File: config.mk
export PLATFORM = sky130hd
export DESIGN_NAME = sipo_deserializer_with_ce
export DESIGN_NICKNAME = d
export VERILOG_FILES = /design/src/rtl/sipo_deserializer_with_ce_pkg.sv /design/src/rtl/sipo_deserializer_with_ce_counter.sv /design/src/rtl/sipo_deserializer_with_ce.sv
export SDC_FILE = /design/constraint.sdc
export NUM_CORES = 1
export LEC_CHECK = 0
export ABC_CLOCK_PERIOD_IN_PS = 3200
export CAP_MARGIN = 20
export CORE_AREA = 10 10 47 49
export CTS_CLUSTER_DIAMETER = 200
export DETAILED_ROUTE_END_ITERATION = 10
export DIE_AREA = 0 0 57 59
export MAX_ROUTING_LAYER = met4
export PLACE_DENSITY = 0.69
export REMOVE_ABC_BUFFERS = 1
export SLEW_MARGIN = 20
export SYNTH_ARGS = -nofsm -noshare
export SYNTH_HDL_FRONTEND = slang
export SYNTH_SLANG_ARGS = --single-unit
File: constraint.sdc
create_clock -name clk -period 3.2 [get_ports clk]
set_input_delay 0.48 -clock clk [delete_from_list [all_inputs] [get_ports clk]]
set_output_delay 0.48 -clock clk [all_outputs]
set_load 0.05 [all_outputs]
File: src/rtl/sipo_deserializer_with_ce_pkg.sv
// Shared definitions for the SIPO deserializer and its counter.
//   DEFAULT_WIDTH : word width shared with the downstream 4-bit PIPO register
//   cnt_width()   : bit-count width derivation, $clog2(width)
//   action_t      : per-edge action selected by the deserializer datapath
package sipo_deserializer_with_ce_pkg;

  localparam int DEFAULT_WIDTH = 4;

  function automatic int cnt_width(input int width);
    return $clog2(width);
  endfunction

  typedef enum logic [1:0] {
    ACT_CLEAR,
    ACT_HOLD,
    ACT_SHIFT,
    ACT_COMPLETE
  } action_t;

endpackage

File: src/rtl/sipo_deserializer_with_ce_counter.sv
// Modulo-N bit counter for the deserializer.
//   clk     : rising-edge clock
//   reset_n : asynchronous active-low reset
//   clr     : synchronous clear, overrides en
//   en      : advance the count
//   cnt     : current count, 0..N-1
//   wrap    : high when the coming edge takes cnt from N-1 back to 0
module mod_n_counter
  import sipo_deserializer_with_ce_pkg::*;
#(
  parameter int N = DEFAULT_WIDTH,
  localparam int CW = cnt_width(N)
) (
  input  logic          clk,
  input  logic          reset_n,
  input  logic          clr,
  input  logic          en,
  output logic [CW-1:0] cnt,
  output logic          wrap
);

  localparam logic [CW-1:0] LAST = CW'(N - 1);

  assign wrap = en & ~clr & (cnt == LAST);

  always_ff @(posedge clk or negedge reset_n) begin
    if (!reset_n) begin
      cnt <= '0;
    end else if (clr) begin
      cnt <= '0;
    end else if (en) begin
      cnt <= wrap ? '0 : cnt + CW'(1);
    end
  end

endmodule

File: src/rtl/sipo_deserializer_with_ce.sv
// Serial-in, parallel-out deserializer with clock enable and frame clear.
//   clk     : rising-edge clock
//   reset_n : asynchronous active-low reset
//   ce      : accept sin on this edge
//   clr     : synchronous frame restart, drops the partial word
//   sin     : serial data bit
//   q       : last completed word, held between completions
//   valid   : one-cycle strobe marking a new q
//   cnt     : bits held in the current partial word
module sipo_deserializer_with_ce
  import sipo_deserializer_with_ce_pkg::*;
#(
  parameter int WIDTH     = DEFAULT_WIDTH,
  parameter int MSB_FIRST = 1,
  localparam int CW = cnt_width(WIDTH)
) (
  input  logic             clk,
  input  logic             reset_n,
  input  logic             ce,
  input  logic             clr,
  input  logic             sin,
  output logic [WIDTH-1:0] q,
  output logic             valid,
  output logic [CW-1:0]    cnt
);

  logic [WIDTH-1:0] sh;
  logic [WIDTH-1:0] shifted;
  logic             wrap;
  action_t          act;

  mod_n_counter #(.N(WIDTH)) u_cnt (
    .clk     (clk),
    .reset_n (reset_n),
    .clr     (clr),
    .en      (ce),
    .cnt     (cnt),
    .wrap    (wrap)
  );

  // The completed word is the shift result including this edge's sin,
  // so q is loaded straight from the shifter rather than from sh.
  always_comb begin
    shifted = sh;
    if (MSB_FIRST != 0) begin
      shifted = {sh[WIDTH-2:0], sin};
    end else begin
      shifted = {sin, sh[WIDTH-1:1]};
    end
  end

  always_comb begin
    act = ACT_HOLD;
    if (clr) begin
      act = ACT_CLEAR;
    end else if (!ce) begin
      act = ACT_HOLD;
    end else if (wrap) begin
      act = ACT_COMPLETE;
    end else begin
      act = ACT_SHIFT;
    end
  end

  always_ff @(posedge clk or negedge reset_n) begin
    if (!reset_n) begin
      sh    <= '0;
      q     <= '0;
      valid <= 1'b0;
    end else begin
      case (act)
        ACT_CLEAR: begin
          sh    <= '0;
          valid <= 1'b0;
        end
        ACT_HOLD: begin
          valid <= 1'b0;
        end
        ACT_SHIFT: begin
          sh    <= shifted;
          valid <= 1'b0;
        end
        ACT_COMPLETE: begin
          q     <= shifted;
          sh    <= '0;
          valid <= 1'b1;
        end
        default: begin
          valid <= 1'b0;
        end
      endcase
    end
  end

endmodule

==> results of run 1 <==
## per-layer routing
layer	up-vias	GRT usage, %	wire, um
met1	132	6.813	432
met2	15	7.597	281
li1	146	-	-
met3	5	3.433	90
met5	-	-	0
met4	0	5.034	30
## logic make-up (layout without fill, tap and decap cells)
family,Yosys count,after routing,share of synthesized area [%]
buf+inv,5,19,5.931
flops,10,10,56.50
xor+xnor,1,1,1.978
mux,5,5,12.43
simple gates,4,4,5.087
compound gates,7,7,9.602
fa+ha+maj,3,3,8.475
## synthesized netlist by cell type (2+ instances only)
master / number
dfrtp_1: 10
inv_1: 4
mux2_2: 4
ha_1: 3
o211ai_1: 3
o21ai_1: 3
nor2_1: 2
## power by group
group	switching, mW	leakage [nW]	internal (mW)
Clock	0.0457	0.0210	0.0692
Sequential	0.00801	0.134	0.138
Combinational	0.0538	0.116	0.0329
Total	0.107	0.271	0.241
## layout make-up
class / instances / share of cell area, %
timing repair buffer: 11 / 18.41
clock buffer: 4 / 6.067
inverter: 4 / 2.510
multi-input combinational: 20 / 27.82
tap: 16 / 3.347
sequential: 10 / 41.84
## final timing paths
check / from / to / slack (ps) / depth (start not counted)
hold reg to reg: q[3] / q[3] / 510 / 1
min in group asynchronous: reset_n / q[1] / 520 / 1
setup / recovery: u_cnt.cnt[0] / cnt[0] / 1240 / 1
hold / removal: q[3] / q[3] / 510 / 1
setup reg to reg: u_cnt.cnt[0] / q[1] / 1690 / 5
max in group asynchronous: reset_n / sh[1] / 2380 / 1
## per-stage QoR
step                setup WS [ps]  area, um^2  hold slack [ps]  total power [mW]  utilization, %
finish                       1241       598.1            508.9            0.3480           42.68
global route                 1169       598.1            540.8            0.3635           42.68
CTS                          1220       598.1            519.2            0.3525           42.68
detailed placement           1108       561.8            501.9            0.2362           40.09
global placement             1136       561.8            495.1            0.2362           40.09
floorplan                    1434       431.7            184.4            0.2008               -
## worst reg2reg max path, stage by stage (launching register included)
cell and delay, ps:
dfrtp_1 390, ha_1 160, inv_1 40, a21oi_1 190, ha_1 280, mux2_2 350
## state kept, by name, indices dropped and copies added (netlist names)
name	count
q	4
sh	3
u_cnt.cnt	2
valid	1
==> metrics.txt, run 1 <==
status=complete, no violations; commonest non-fill, non-tap cell in the layout=clkdlybuf4s50_1; Yosys reg bits=10; Post-DRT Antenna Nets=0; Yosys Warn Count=0; Slew HR=between 60% and 70%; post-synth top area share=56.50%; ANT cells=0; clk sink count=10; vias per cell=4.585; Final setup violation count=0; element type at the critical path start=flop; Buf/Inv on CP=1; Yosys cell types=13; Final GP Congestion=0.7971; # Max-Cap Violations=0; worst skew pair latency=270 ps; Synth area leader=dfrtp_1; first-pass GRT wire length=1531 um; EDFF count, synth=0; most frequent cells in the layout=clkdlybuf4s50_1, dfrtp_1, mux2_2, inv_1; drt pass-1 iters=2; P_leak=0.2706 nW; Power per Cell Area=~580 nW/um^2; hold_buf cts=0; Cell Area, Synth=442.9 um^2; WL/cell=12.85 um; crit end category=output port; Area contributors post-synth=dfrtp_1, mux2_2, ha_1; Post-Route WL=~840 um; CTS Buf Count=3; Mapped Cells=35; total track usage=6.096%; Final TNS setup=0 ps; slowest CP cell=clkdlybuf4s50_1; core area=1401 um^2; final hold violation count=0; htree depth=1; grt total ovfl=0; cts repair resizes=0; nets@finish=58; async set or reset register ratio after synthesis=100.0%; Main synth FF type=dfrtp_1; CTS max path bufs=2; skew final=around 1.8 ps; CP Cell Sequence=clkdlybuf4s50_1; Chip Height=approximately 60 um; initial antenna violation count=0; VDD IR max=around 0.25 mV; f_max=510.5 MHz; Required @ worst endpoint=2720 ps; Die Span X=~57 um; worst-margin pin slew=509.7 ps; Initial Util=31.61%; Port Buf Inserts=11; layout cells sized above 1=between 10% and 20%; # IOs=12; Largest stage delay, worst path=820 ps; first-iteration detailed-routing DRC count=5; # rows=14; Multi-input gate area=about 170 um^2; CTS tree=yes; Final Critical Period=1959 ps; RSZ-0062 raised after global routing=false; non-filler instance count after layout=65; worst hold path type=reg2reg; die area=3363 um^2; CP max FO=3; Layout area overhead=35.03%; cell family with most CP delay=buffers and inverters; number of global-route vias before repair=353; register area share after synthesis=56.50%; Post-CTS Setup Inserts=0; dpl cells=61; routed vias=between 200 and 300; DPL Wire Length=around 650 um; largest net degree at the start of global routing=11; sequential cell area=roughly 250 um^2; WS Path Type=reg2out; syn_area_per_cell=around 13 um^2; Critical Path AT=1480 ps; CTS clk-pin slew, worst paths=60 ps; drt drc=0; CTS root buf=clkbuf_4; fin crit share=61.22%; fill cell count=150; Final Slew Violations=0
Note: power is estimated with default switching activity, not from simulation.
==> inputs of run 2 (changes only) <==
ABC_CLOCK_PERIOD_IN_PS = 1700   (was 3200)
PLACE_DENSITY = 0.71   (was 0.69)
clock period = 1.7 ns   (was 3.2 ns; I/O delays follow)
==> run 2 against run 1 <==
Sequential share of layout area decreased by 0.43 points. Worst setup slack got worse by 1100 ps. Clock power increased by 36%. Total power increased by 72%. Sequential cell count unchanged. Critical path depth increased by 4. Critical endpoint is now q[1]. Largest cell class unchanged.
==> metrics.txt, run 2 (synthesis results as in run 1) <==
cts repair resizes=0 (unchanged); Final TNS setup=0 ps (unchanged); reg-to-reg startpoint=u_cnt.cnt[0]; clk sink count=10 (unchanged); initial antenna violation count=0 (unchanged); Buf/Inv on CP=1 (unchanged); status=complete, no violations; # rows=14 (unchanged); DPL Wire Length=683.2 um (+5.2%); R2R Setup Slk=150 ps (-1540 ps); # Max-Cap Violations=0 (unchanged); nets@finish=63 (+8.6%); Power per Cell Area=987.8 nW/um^2 (+70%); CTS root buf=clkbuf_4; total track usage=5.911% (-0.18 points); worst-margin pin slew=429.7 ps (-79.96 ps); WS Path Type=reg2reg; skew final=5.365 ps (+3.519 ps); CP Cell Sequence=ha_1 > inv_1 > a21oi_1 > ha_1 > mux2_2; Final setup violation count=0 (unchanged); Critical Path AT=1690 ps (+210 ps); worst skew pair latency=260 ps (about the same); first-pass GRT wire length=1518 um (-0.85%); largest net degree at the start of global routing=11 (unchanged); ANT cells=0 (unchanged); CTS tree=yes; element type at the critical path start=flop; Reg2Reg Depth=5 (unchanged); dpl cells=66 (+8.2%); fill cell count=148 (-1.3%); CTS max path bufs=2 (unchanged); VDD IR max=0.4356 mV (+74%); max reg flops=4 (unchanged); # IOs=12 (unchanged); Post-CTS Setup Inserts=0 (unchanged); Slew HR=71.26% (+5.3 points); Port Buf Inserts=11 (unchanged); number of global-route vias before repair=357 (+1.1%); most frequent CP cell=ha_1; Die Span X=57 um (unchanged); final core occ=43.13% (+0.45 points); Final GP Congestion=0.7785 (-2.3%); first-iteration detailed-routing DRC count=2 (-3); Chip Height=59 um (unchanged); drt drc=0 (unchanged); slowest CP cell=dfrtp_1; crit end category=flop; leading registers by flop count=q: 4 flops, sh: 3 flops, u_cnt.cnt: 2 flops; WL/cell=12.59 um (-2.0%); final hold violation count=0 (unchanged); Post-DRT Antenna Nets=0 (unchanged); fin crit share=91.20%; vias per cell=4.681 (+2.1%); Layout area overhead=36.44%; RSZ-0062 raised after global routing=false; Post-Route WL=869 um (+4.1%); CTS Buf Count=3 (unchanged); P_leak=0.3000 nW (+11%); Largest stage delay, worst path=390 ps (-430 ps); Reg with most FFs=q; worst hold path type=in2async; most frequent cells in the layout=buf_4, dfrtp_1, mux2_2, inv_1, clkdlybuf4s50_1; f_max=645.0 MHz; grt total ovfl=0 (unchanged); non-filler instance count after layout=69 (+6.2%); core area=1401 um^2 (unchanged); CP max FO=4 (+1); routed vias=323 (+8.4%); CTS clk-pin slew, worst paths=60 ps (about the same); die area=3363 um^2 (unchanged); Final Slew Violations=0 (unchanged); commonest non-fill, non-tap cell in the layout=buf_4; R2R Path End=q[1]; cell family with most CP delay=adder cells; Final Critical Period=1550 ps; Required @ worst endpoint=1840 ps (-880 ps); Initial Util=31.61% (unchanged); hold_buf cts=0 (unchanged); htree depth=1 (unchanged); layout cells sized above 1=37.74% (+19 points); drt pass-1 iters=4 (+2)
[run 2: layout make-up]
class                           count  area (um^2)  share of cell area [%]
Inverter                            4        15.01                   2.484
Timing Repair Buffer               16        130.1                   21.53
Multi-Input combinational cell     20        166.4                   27.54
Tap cell                           16        20.02                   3.313
Sequential cell                    10        250.2                   41.41
Clock buffer                        3        22.52                   3.727
[run 2: how the worst max path moves through the flow]
stage | startpoint | end | slack [ps] | cells past startpoint
global route | u_cnt.cnt[0] | q[2] | 20 | 5
CTS | u_cnt.cnt[0] | q[1] | 140 | 5
floorplan | u_cnt.cnt[0] | q[0] | -70 | 5
global placement | ce | q[1] | -5 | 4
detailed placement | ce | q[2] | -60 | 4
finish | u_cnt.cnt[0] | q[1] | 150 | 5
[run 2: stage by stage]
step / total power, mW / hold WS, ps / area (um^2) / setup WS (ps)
2_1_floorplan: 0.3780 / -40.59 / 431.7 / -65.93
3_3_place_gp: 0.4463 / 495.6 / 581.8 / -5.103
3_5_place_dp: 0.4475 / 505.6 / 581.8 / -55.31
4_1_cts: 0.6045 / 315.2 / 604.3 / 135.9
5_1_grt: 0.6292 / 334.7 / 604.3 / 16.57
6_report: 0.5970 / 295.9 / 604.3 / 149.6
[run 2: report_power, final]
| part | internal, mW | switching (mW) |
|---|---|---|
| logic | 0.0628 | 0.103 |
| registers | 0.261 | 0.0141 |
| clock network | 0.0815 | 0.0743 |
[run 2: worst reg2reg max path, cell delays in order, from the launching register on]
cell,delay [ps]
dfrtp_1,390
ha_1,160
inv_1,40
a21oi_1,180
ha_1,300
mux2_2,360
[run 2: metal layers]
layer  vias up  track usage [%]  routed length, um
met5         -                -                  0
met4         0            4.027                 21
met3         3            2.575                 66
met2        15            7.442                325
met1       150            7.282                455
li1        155                -                  -
==> inputs of run 3 (changes only) <==
GPL_TIMING_DRIVEN = 0   (was unset)
REMOVE_ABC_BUFFERS = unset   (was 1)
==> run 3 against run 2 <==
Wire length decreased by 5.9%. Sequential power about the same. Worst setup slack got worse by 100 ps. Critical path type is now reg2out. Clock-buffer cell count increased by 1. Final cell count decreased by 5.8%. Clock skew decreased by 0.52 ps. Combinational power decreased by 4%. First-iteration DRC count decreased by 50%. Critical path depth decreased by 4. Highest routed layer unchanged. Hold slack got worse by 15 ps. Largest power group unchanged.
==> metrics.txt, run 3 (synthesis results as in run 1) <==
status=complete, no violations; Multi-input gate area=166.4 um^2 (unchanged); nets@finish=58 (-7.9%); sequential cell area=252.7 um^2 (+1.0%); Final GP Congestion=0.7334 (-5.8%); Hold EP=u_cnt.cnt[0]; fill cell count=139 (-6.1%); Reg2Reg Depth=5 (unchanged); first-pass GRT wire length=1442 um (-5.0%); cell family with most CP delay=buffers and inverters; # Max-Cap Violations=0 (unchanged); grt total ovfl=0 (unchanged); largest net degree at the start of global routing=11 (unchanged); element type at the critical path start=flop; hold_buf cts=0 (unchanged); CTS tree=yes; RSZ-0062 raised after global routing=false; core area=1401 um^2 (unchanged); Global Route met1 Usage=6.659% (-0.62 points); GR Util met2=6.047% (-1.4 points); clk sink count=10 (unchanged); Power per Cell Area=1016 nW/um^2 (+2.8%); # IOs=12 (unchanged); Die Span X=57 um (unchanged); Port Buf Inserts=10 (-1); ANT cells=0 (unchanged); R2R Path End=q[0]; DPL Wire Length=611.8 um (-10%); CP Cell Sequence=clkdlybuf4s50_1; Final Slew Violations=0 (unchanged); Hold Path Depth=3; number of global-route vias before repair=317 (-11%); CTS max path bufs=2 (unchanged); global-route track usage on met3=4.292% (+1.7 points); fin crit share=97.24% (+6.0 points); first-iteration detailed-routing DRC count=1 (-1); Final setup violation count=0 (unchanged); CTS Buf Count=3 (unchanged); dpl ws=-122.0 ps (-66.69 ps); crit end category=output port; WS Path Type=reg2out; Largest stage delay, worst path=800 ps (+410 ps); CTS clk-pin slew, worst paths=70 ps (about the same); CTS root buf=clkbuf_4; worst hold path type=in2reg; f_max=604.9 MHz (-6.2%); drt drc=0 (unchanged); die area=3363 um^2 (unchanged); Syn Nets=43; worst skew pair latency=260 ps (about the same); GRT busiest layer=met1; non-filler instance count after layout=65 (-5.8%); skew final=4.841 ps (-0.5244 ps); P_leak=0.3154 nW (+5.1%); dpl cells=61 (-7.6%); leading registers by flop count=q: 4 flops, sh: 3 flops, u_cnt.cnt: 2 flops; Power, Total=606.2 uW (+1.6%); Slew HR=64.98% (-6.3 points); R2R Setup Slk=160 ps (about the same); Chip Height=59 um (unchanged); htree depth=1 (unchanged); vias per cell=4.569 (-2.4%); worst-margin pin slew=524.4 ps (+94.67 ps); Final Critical Period=1653 ps (+102.7 ps); CP max FO=2 (-2); Post-DRT Antenna Nets=0 (unchanged); total track usage=5.772% (-0.14 points); max reg flops=4 (unchanged); Buf/Inv on CP=1 (unchanged); drt pass-1 iters=3 (-1); Critical Path AT=1400 ps (-290 ps); initial antenna violation count=0 (unchanged); final hold violation count=0 (unchanged); Layout area overhead=34.75%; Initial Util=31.61% (unchanged); # rows=14 (unchanged); critical hold path startpoint=ce; layout cells sized above 1=22.45% (-15 points); reg-to-reg startpoint=u_cnt.cnt[0]; commonest non-fill, non-tap cell in the layout=dfrtp_1; most frequent cells in the layout=dfrtp_1, clkdlybuf4s50_1, mux2_2, inv_1; WL/cell=12.58 um (about the same); Final TNS setup=0 ps (unchanged); Reg with most FFs=q; Post-Route WL=818 um (-5.9%); VDD IR max=0.3337 mV (-23%); Final Worst Setup Slack=46.87 ps (-102.7 ps); slowest CP cell=clkdlybuf4s50_1; Required @ worst endpoint=1440 ps (-400 ps); routed vias=297 (-8.0%)
-- run 3: repair_timing --
action / 4_1_cts / 5_1_grt
resized for setup: 2 / 3
setup buffers: 0 / 0
setup endpoints to repair: 2 / 3
-- run 3: where the power goes --
part           leakage (nW)  internal (mW)  switching [mW]
logic                 0.169         0.0584           0.102
registers             0.131          0.261          0.0126
clock network        0.0150         0.0907          0.0816
total                 0.315          0.411           0.196
-- run 3: metrics by stage --
| stage | instance area (um^2) | hold slack, ps | utilization (%) |
|---|---|---|---|
| final | 596.8 | 280.7 | 42.59 |
| after global routing | 596.8 | 283.9 | 42.59 |
| after global placement | 565.5 | 486.9 | 40.36 |
| after CTS | 589.3 | 267.0 | 42.05 |
| after detailed placement | 565.5 | 497.7 | 40.36 |
| after floorplan | 445.4 | -40.59 | - |
-- run 3: routing by layer --
metal	routed length [um]	up-vias
li1	-	148
met1	392	135
met2	297	12
met3	121	2
met4	6	0
met5	0	-
-- run 3: cell type report --
cell class,instances,share of cell area [%]
sequential,10,42.35
buffer,1,1.887
multi-input combinational,20,27.88
tap,16,3.354
clock buffer,4,4.403
timing repair buffer,10,17.61
inverter,4,2.516
-- run 3: worst max path at each step --
stage | startpoint | end | slack [ps] | depth (start not counted)
3_3_place_gp | clr | q[0] | -100 | 4
6_report | q[2] | q[2] | 50 | 1
4_1_cts | q[1] | q[1] | 9 | 1
5_1_grt | q[2] | q[2] | 3 | 1
2_1_floorplan | u_cnt.cnt[0] | q[0] | 90 | 5
3_5_place_dp | clr | q[0] | -120 | 4
-- run 3: worst reg2reg max path, stage by stage (launching register included) --
cell,delay (ps)
dfrtp_2,390
ha_1,150
inv_1,40
a21oi_1,190
ha_1,300
mux2_2,360
==> patch 1: new RTL, flow settings as in run 1 <==
Register the inputs `ce`, `clr` and `sin` before use, with the module's reset. The logic sees them one clock later.
--- a/src/rtl/sipo_deserializer_with_ce.sv
+++ b/src/rtl/sipo_deserializer_with_ce.sv
@@ -24,6 +24,22 @@
   output logic [CW-1:0]    cnt
 );
 
+  logic ce_q;
+  logic clr_q;
+  logic sin_q;
+
+  always_ff @(posedge clk or negedge reset_n) begin
+    if (!reset_n) begin
+      ce_q  <= '0;
+      clr_q <= '0;
+      sin_q <= '0;
+    end else begin
+      ce_q  <= ce;
+      clr_q <= clr;
+      sin_q <= sin;
+    end
+  end
+
   logic [WIDTH-1:0] sh;
   logic [WIDTH-1:0] shifted;
   logic             wrap;
@@ -32,8 +48,8 @@
   mod_n_counter #(.N(WIDTH)) u_cnt (
     .clk     (clk),
     .reset_n (reset_n),
-    .clr     (clr),
-    .en      (ce),
+    .clr     (clr_q),
+    .en      (ce_q),
     .cnt     (cnt),
     .wrap    (wrap)
   );
@@ -43,17 +59,17 @@
   always_comb begin
     shifted = sh;
     if (MSB_FIRST != 0) begin
-      shifted = {sh[WIDTH-2:0], sin};
+      shifted = {sh[WIDTH-2:0], sin_q};
     end else begin
-      shifted = {sin, sh[WIDTH-1:1]};
+      shifted = {sin_q, sh[WIDTH-1:1]};
     end
   end
 
   always_comb begin
     act = ACT_HOLD;
-    if (clr) begin
+    if (clr_q) begin
       act = ACT_CLEAR;
-    end else if (!ce) begin
+    end else if (!ce_q) begin
       act = ACT_HOLD;
     end else if (wrap) begin
       act = ACT_COMPLETE;
Formal check against the unedited RTL: not equivalent (Yosys sat finds a counterexample within 4 cycles, from zero or initial values and one cycle with reset_n low).
==> patch 1 against run 1 <==
Cell area up 11%. Sequential cell count up 3. Register-to-register slack worse by 0.04 ns. Routed wire length up 4.2%. Synthesized area up 17%. Setup slack worse by 0.017 ns. Power up 6.8%. Worst hold slack about the same. Critical endpoint unchanged. Highest routed layer unchanged.
==> patch 1: results (changes against run 1) <==
stage,metric,value,unit,change
synthesis,netlist_top_cells_area,"dfrtp_1 (63%), mux2_2 (8.7%), ha_1 (7.2%), o211ai_1 (4.3%), o21ai_1 (2.9%)",,"was dfrtp_1 (56%), mux2_2 (10%), ha_1 (8.5%), o211ai_1 (5.1%), o21ai_1 (3.4%)"
grt,grt_pass1_vias,332,,was 353
detailed_routing,vias,311,,was 298
timing,maxSlewHeadroom,0.624,,was 0.659
worst_setup_path,arrival,1.50,ns,was 1.48 ns
outcome,status,finished clean,,unchanged
final_layout,nets,61,,was 58
place,dpl.hpwl,642,um,was 650 um
detailed_routing,wl_per_cell,12.8,um,about the same
grt,antenna_found_initial,0,,unchanged
power_and_ir_drop,power_leakage,0.000300,uW,was 0.000271 uW
final_layout,drive_gt1_frac,0.154,,was 0.184
cts,htree_levels,1,,unchanged
final_layout,nFillCells,144,,was 150
power_and_ir_drop,ir_drop,0.272,mV,was 0.250 mV
detailed_routing,first_pass_iters,3,,was 2
grt,grt_pass1_wl,1500,um,was 1530 um
place,placed_area,637,um^2,was 562 um^2
detailed_routing,drt_iter0_markers,8,,was 5
grt,grt_max_degree,14,,was 11
synthesis,synth_common_cells,"dfrtp_1 (13), inv_1 (4), mux2_2 (4)",,"was dfrtp_1 (10), inv_1 (4), mux2_2 (4)"
grt,grt_use_total,0.0588,,was 0.0610
timing,skew,0.00434,ns,was 0.00185 ns
place,place_congestion,0.757,,was 0.797
synthesis,yosysSeqAreaShare,0.628,,was 0.565
cts,cts.repair.resized,0,,unchanged
cts,clk_pin_slew,0.08,ns,was 0.06 ns
## patch 1: path summary, 6_finish.rpt
kind / startpoint / endpoint / slack, ns / cells after the start
max reg2reg: u_cnt.cnt[0] / q[2] / 1.65 / 5
max: u_cnt.cnt[0] / cnt[0] / 1.22 / 1
min in group asynchronous: reset_n / ce_q / 0.57 / 1
min reg2reg: q[1] / q[1] / 0.51 / 1
min: q[1] / q[1] / 0.51 / 1
max in group asynchronous: reset_n / clr_q / 2.27 / 1
## patch 1: cells by family after synthesis
family / share of synthesized area
flops: 0.628
compound gates: 0.0821
buf+inv: 0.0507
mux: 0.106
simple gates: 0.0435
fa+ha+maj: 0.0725
xor+xnor: 0.0169
## patch 1: layer usage
layer,GRT usage,share of wire,vias up
li1,-,-,156
met1,0.0612,0.43,141
met2,0.0806,0.45,10
met3,0.0300,0.092,4
met4,0.0503,0.029,0
met5,-,0,-
## patch 1: through the flow
stage | setup WS [ns] | utilization | hold slack [ns] | cells
after global placement | 1.53 | 0.454 | 0.490 | 64
after floorplan | 1.43 | - | 0.184 | 37
after global routing | 1.16 | 0.473 | 0.529 | 68
after detailed placement | 1.52 | 0.454 | 0.495 | 64
after CTS | 1.20 | 0.473 | 0.513 | 68
final | 1.22 | 0.473 | 0.509 | 68
## patch 1: cell type report
| cell class | count | area share |
|---|---|---|
| clock buffer | 4 | 0.0396 |
| inverter | 4 | 0.0226 |
| multi-input combinational | 20 | 0.251 |
| sequential | 13 | 0.491 |
| tap | 16 | 0.0302 |
| timing repair buffer | 11 | 0.166 |
## patch 1: where the power goes
part | switching (uW) | internal [uW]
Combinational | 50.9 | 32.8
Clock | 51.6 | 48.3
Sequential | 10.1 | 178
Total | 113 | 259
==> patch 2: new RTL, flow settings as in run 1 <==
Made on the original files. `DEFAULT_WIDTH`: 4 -> 6. Comments in the files are not updated.
--- a/src/rtl/sipo_deserializer_with_ce_pkg.sv
+++ b/src/rtl/sipo_deserializer_with_ce_pkg.sv
@@ -4,7 +4,7 @@
 //   action_t      : per-edge action selected by the deserializer datapath
 package sipo_deserializer_with_ce_pkg;
 
-  localparam int DEFAULT_WIDTH = 4;
+  localparam int DEFAULT_WIDTH = 6;
 
   function automatic int cnt_width(input int width);
     return $clog2(width);
Ports: changed (resized cnt and q); port bits go from 12 to 15. No check against the original RTL was run, so the function may have changed too.
==> patch 2 against run 1 <==
Cell area grew 40%. Sequential cell count grew 5. Power grew 17%. Synthesized area grew 51%. Maximum frequency shrank 3.5%. Sequential power grew 44%. Setup slack lost 0.072 ns. Routed wire length grew 41%. Critical path type unchanged. Critical endpoint is now cnt[2]. Largest power group unchanged.
==> patch 2: results (changes against run 1) <==
stage,metric,value,unit,change
timing,skew,0.00206,ns,was 0.00185 ns
synthesis,synth_top_flop_cell,dfrtp_1,,unchanged
detailed_routing,drt_iter0_markers,3,,was 5
detailed_routing,wirelength,1180,um,was 835 um
power_and_ir_drop,power_leakage,0.000384,uW,was 0.000271 uW
place,port-buffer-count,14,,was 11
worst_setup_path,cp_top_family,buffers and inverters,,unchanged
final_layout,nFillCells,137,,was 150
worst_setup_path,r2r_start,u_cnt.cnt[1],,was u_cnt.cnt[0]
worst_setup_path,timing.rr.end,q[1],,unchanged
final_layout,drive_gt1_frac,0.164,,was 0.184
worst_setup_path,rrSetupSlack,1.44,ns,was 1.69 ns
worst_setup_path,cp-startpoint,u_cnt.cnt[2],,was u_cnt.cnt[0]
worst_setup_path,critPathCapture,cnt[2],,was cnt[0]
timing,maxSlewHeadroom,0.564,,was 0.659
worst_setup_path,cp_slowest_stage_delay,0.84,ns,was 0.82 ns
detailed_routing,detail_route.vias_per_cell,4.89,,was 4.58
place,placed_area,807,um^2,was 562 um^2
worst_setup_path,critPathMaxFanout,6,,was 3
cts,cts_buffers,3,,unchanged
grt,grt_max_degree,16,,was 11
final_layout,antenna_cells,0,,unchanged
detailed_routing,first_pass_iters,2,,unchanged
cts,worstSkewPairLatency,0.28,ns,
power_and_ir_drop,sw_frac_of_total,0.309,,about the same
final_layout,nets,83,,was 58
outcome,status,finished clean,,unchanged
grt,grt_pass1_vias,480,,was 353
cts,htree_levels,1,,unchanged
synthesis,synth_common_cells,"dfrtp_1 (15), nand2_1 (12), mux2_2 (6), o21ai_0 (6)",,"was dfrtp_1 (10), inv_1 (4), mux2_2 (4)"
worst_setup_path,arrival,1.55,ns,was 1.48 ns
grt,grt_use_total,0.0812,,was 0.0610
worst_setup_path,ff2ff_path_depth,6,,was 5
final_layout,reg_top3,"q (6), sh (5), u_cnt.cnt (3)",,"was q (4), sh (3), u_cnt.cnt (2)"
place,place_congestion,0.725,,was 0.797
cts,postCtsSetupBuffers,0,,unchanged
min_path,holdPathStages,2,,was 1
grt,grt_pass1_wl,2070,um,was 1530 um
grt,antenna_found_initial,0,,unchanged
synthesis,netlist_top_cells_area,"dfrtp_1 (56%), mux2_2 (10%), ha_1 (7.5%), nand2_1 (6.7%), o21ai_0 (4.5%)",,"was dfrtp_1 (56%), mux2_2 (10%), ha_1 (8.5%), o211ai_1 (5.1%), o21ai_1 (3.4%)"
cts,cts.repair.resized,0,,unchanged
power_and_ir_drop,ir_drop,0.272,mV,was 0.250 mV
synthesis,synth_cell_types,13,,unchanged
cts,clk_pin_slew,0.08,ns,was 0.06 ns
synthesis,yosysSeqAreaShare,0.561,,was 0.565
==> patch 2: power groups by stage <==
stage                     clock [uW]  sequential, uW  combinational (uW)
final                            106             210                91.9
after global routing             121             212                99.0
after CTS                        111             210                93.4
after detailed placement           0             213                93.0
after global placement             0             213                92.2
after floorplan                    0             246                22.3
==> patch 2: per-stage QoR <==
step / setup slack (ns) / instances
after global placement: 1.06 / 85
after floorplan: 1.25 / 55
final: 1.17 / 89
after detailed placement: 1.03 / 85
after CTS: 1.15 / 89
after global routing: 1.10 / 89
==> patch 2: final cells by class <==
cell class / count / area (um^2) / area share
repair buffers: 14 / 140 / 0.168
clock buffers: 3 / 22.5 / 0.0270
multi-input cells: 39 / 268 / 0.321
flip-flops and latches: 15 / 375 / 0.450
clock inverters: 1 / 5.00 / 0.00600
inverters: 1 / 3.75 / 0.00450
well taps: 16 / 20.0 / 0.0240
==> patch 2: how the worst min path moves through the flow <==
stage	end	slack, ns	start
floorplan	q[0]	0.18	reset_n
global placement	sh[4]	0.47	sh[4]
detailed placement	sh[4]	0.48	sh[4]
CTS	sh[4]	0.50	sh[4]
global route	sh[4]	0.54	sh[4]
finish	sh[4]	0.49	sh[4]
==> patch 2: cell families (layout without fill, tap and decap cells) <==
| logic type | Yosys count | in the layout | share of synthesized area |
|---|---|---|---|
| flip-flops | 15 | 15 | 0.561 |
| AND/OR/NAND/NOR | 17 | 17 | 0.120 |
| adder cells (fa/ha/maj) | 4 | 4 | 0.0748 |
| buffers and inverters | 3 | 19 | 0.0392 |
| AO/OA/AOI/OAI | 10 | 10 | 0.0748 |
| multiplexers | 8 | 8 | 0.131 |
==> patch 2: layer usage <==
metal  GRT usage  wire length (um)
met4      0.0503                24
met3      0.0429                84
met1      0.0805               506
met5           -                 0
met2       0.124               565
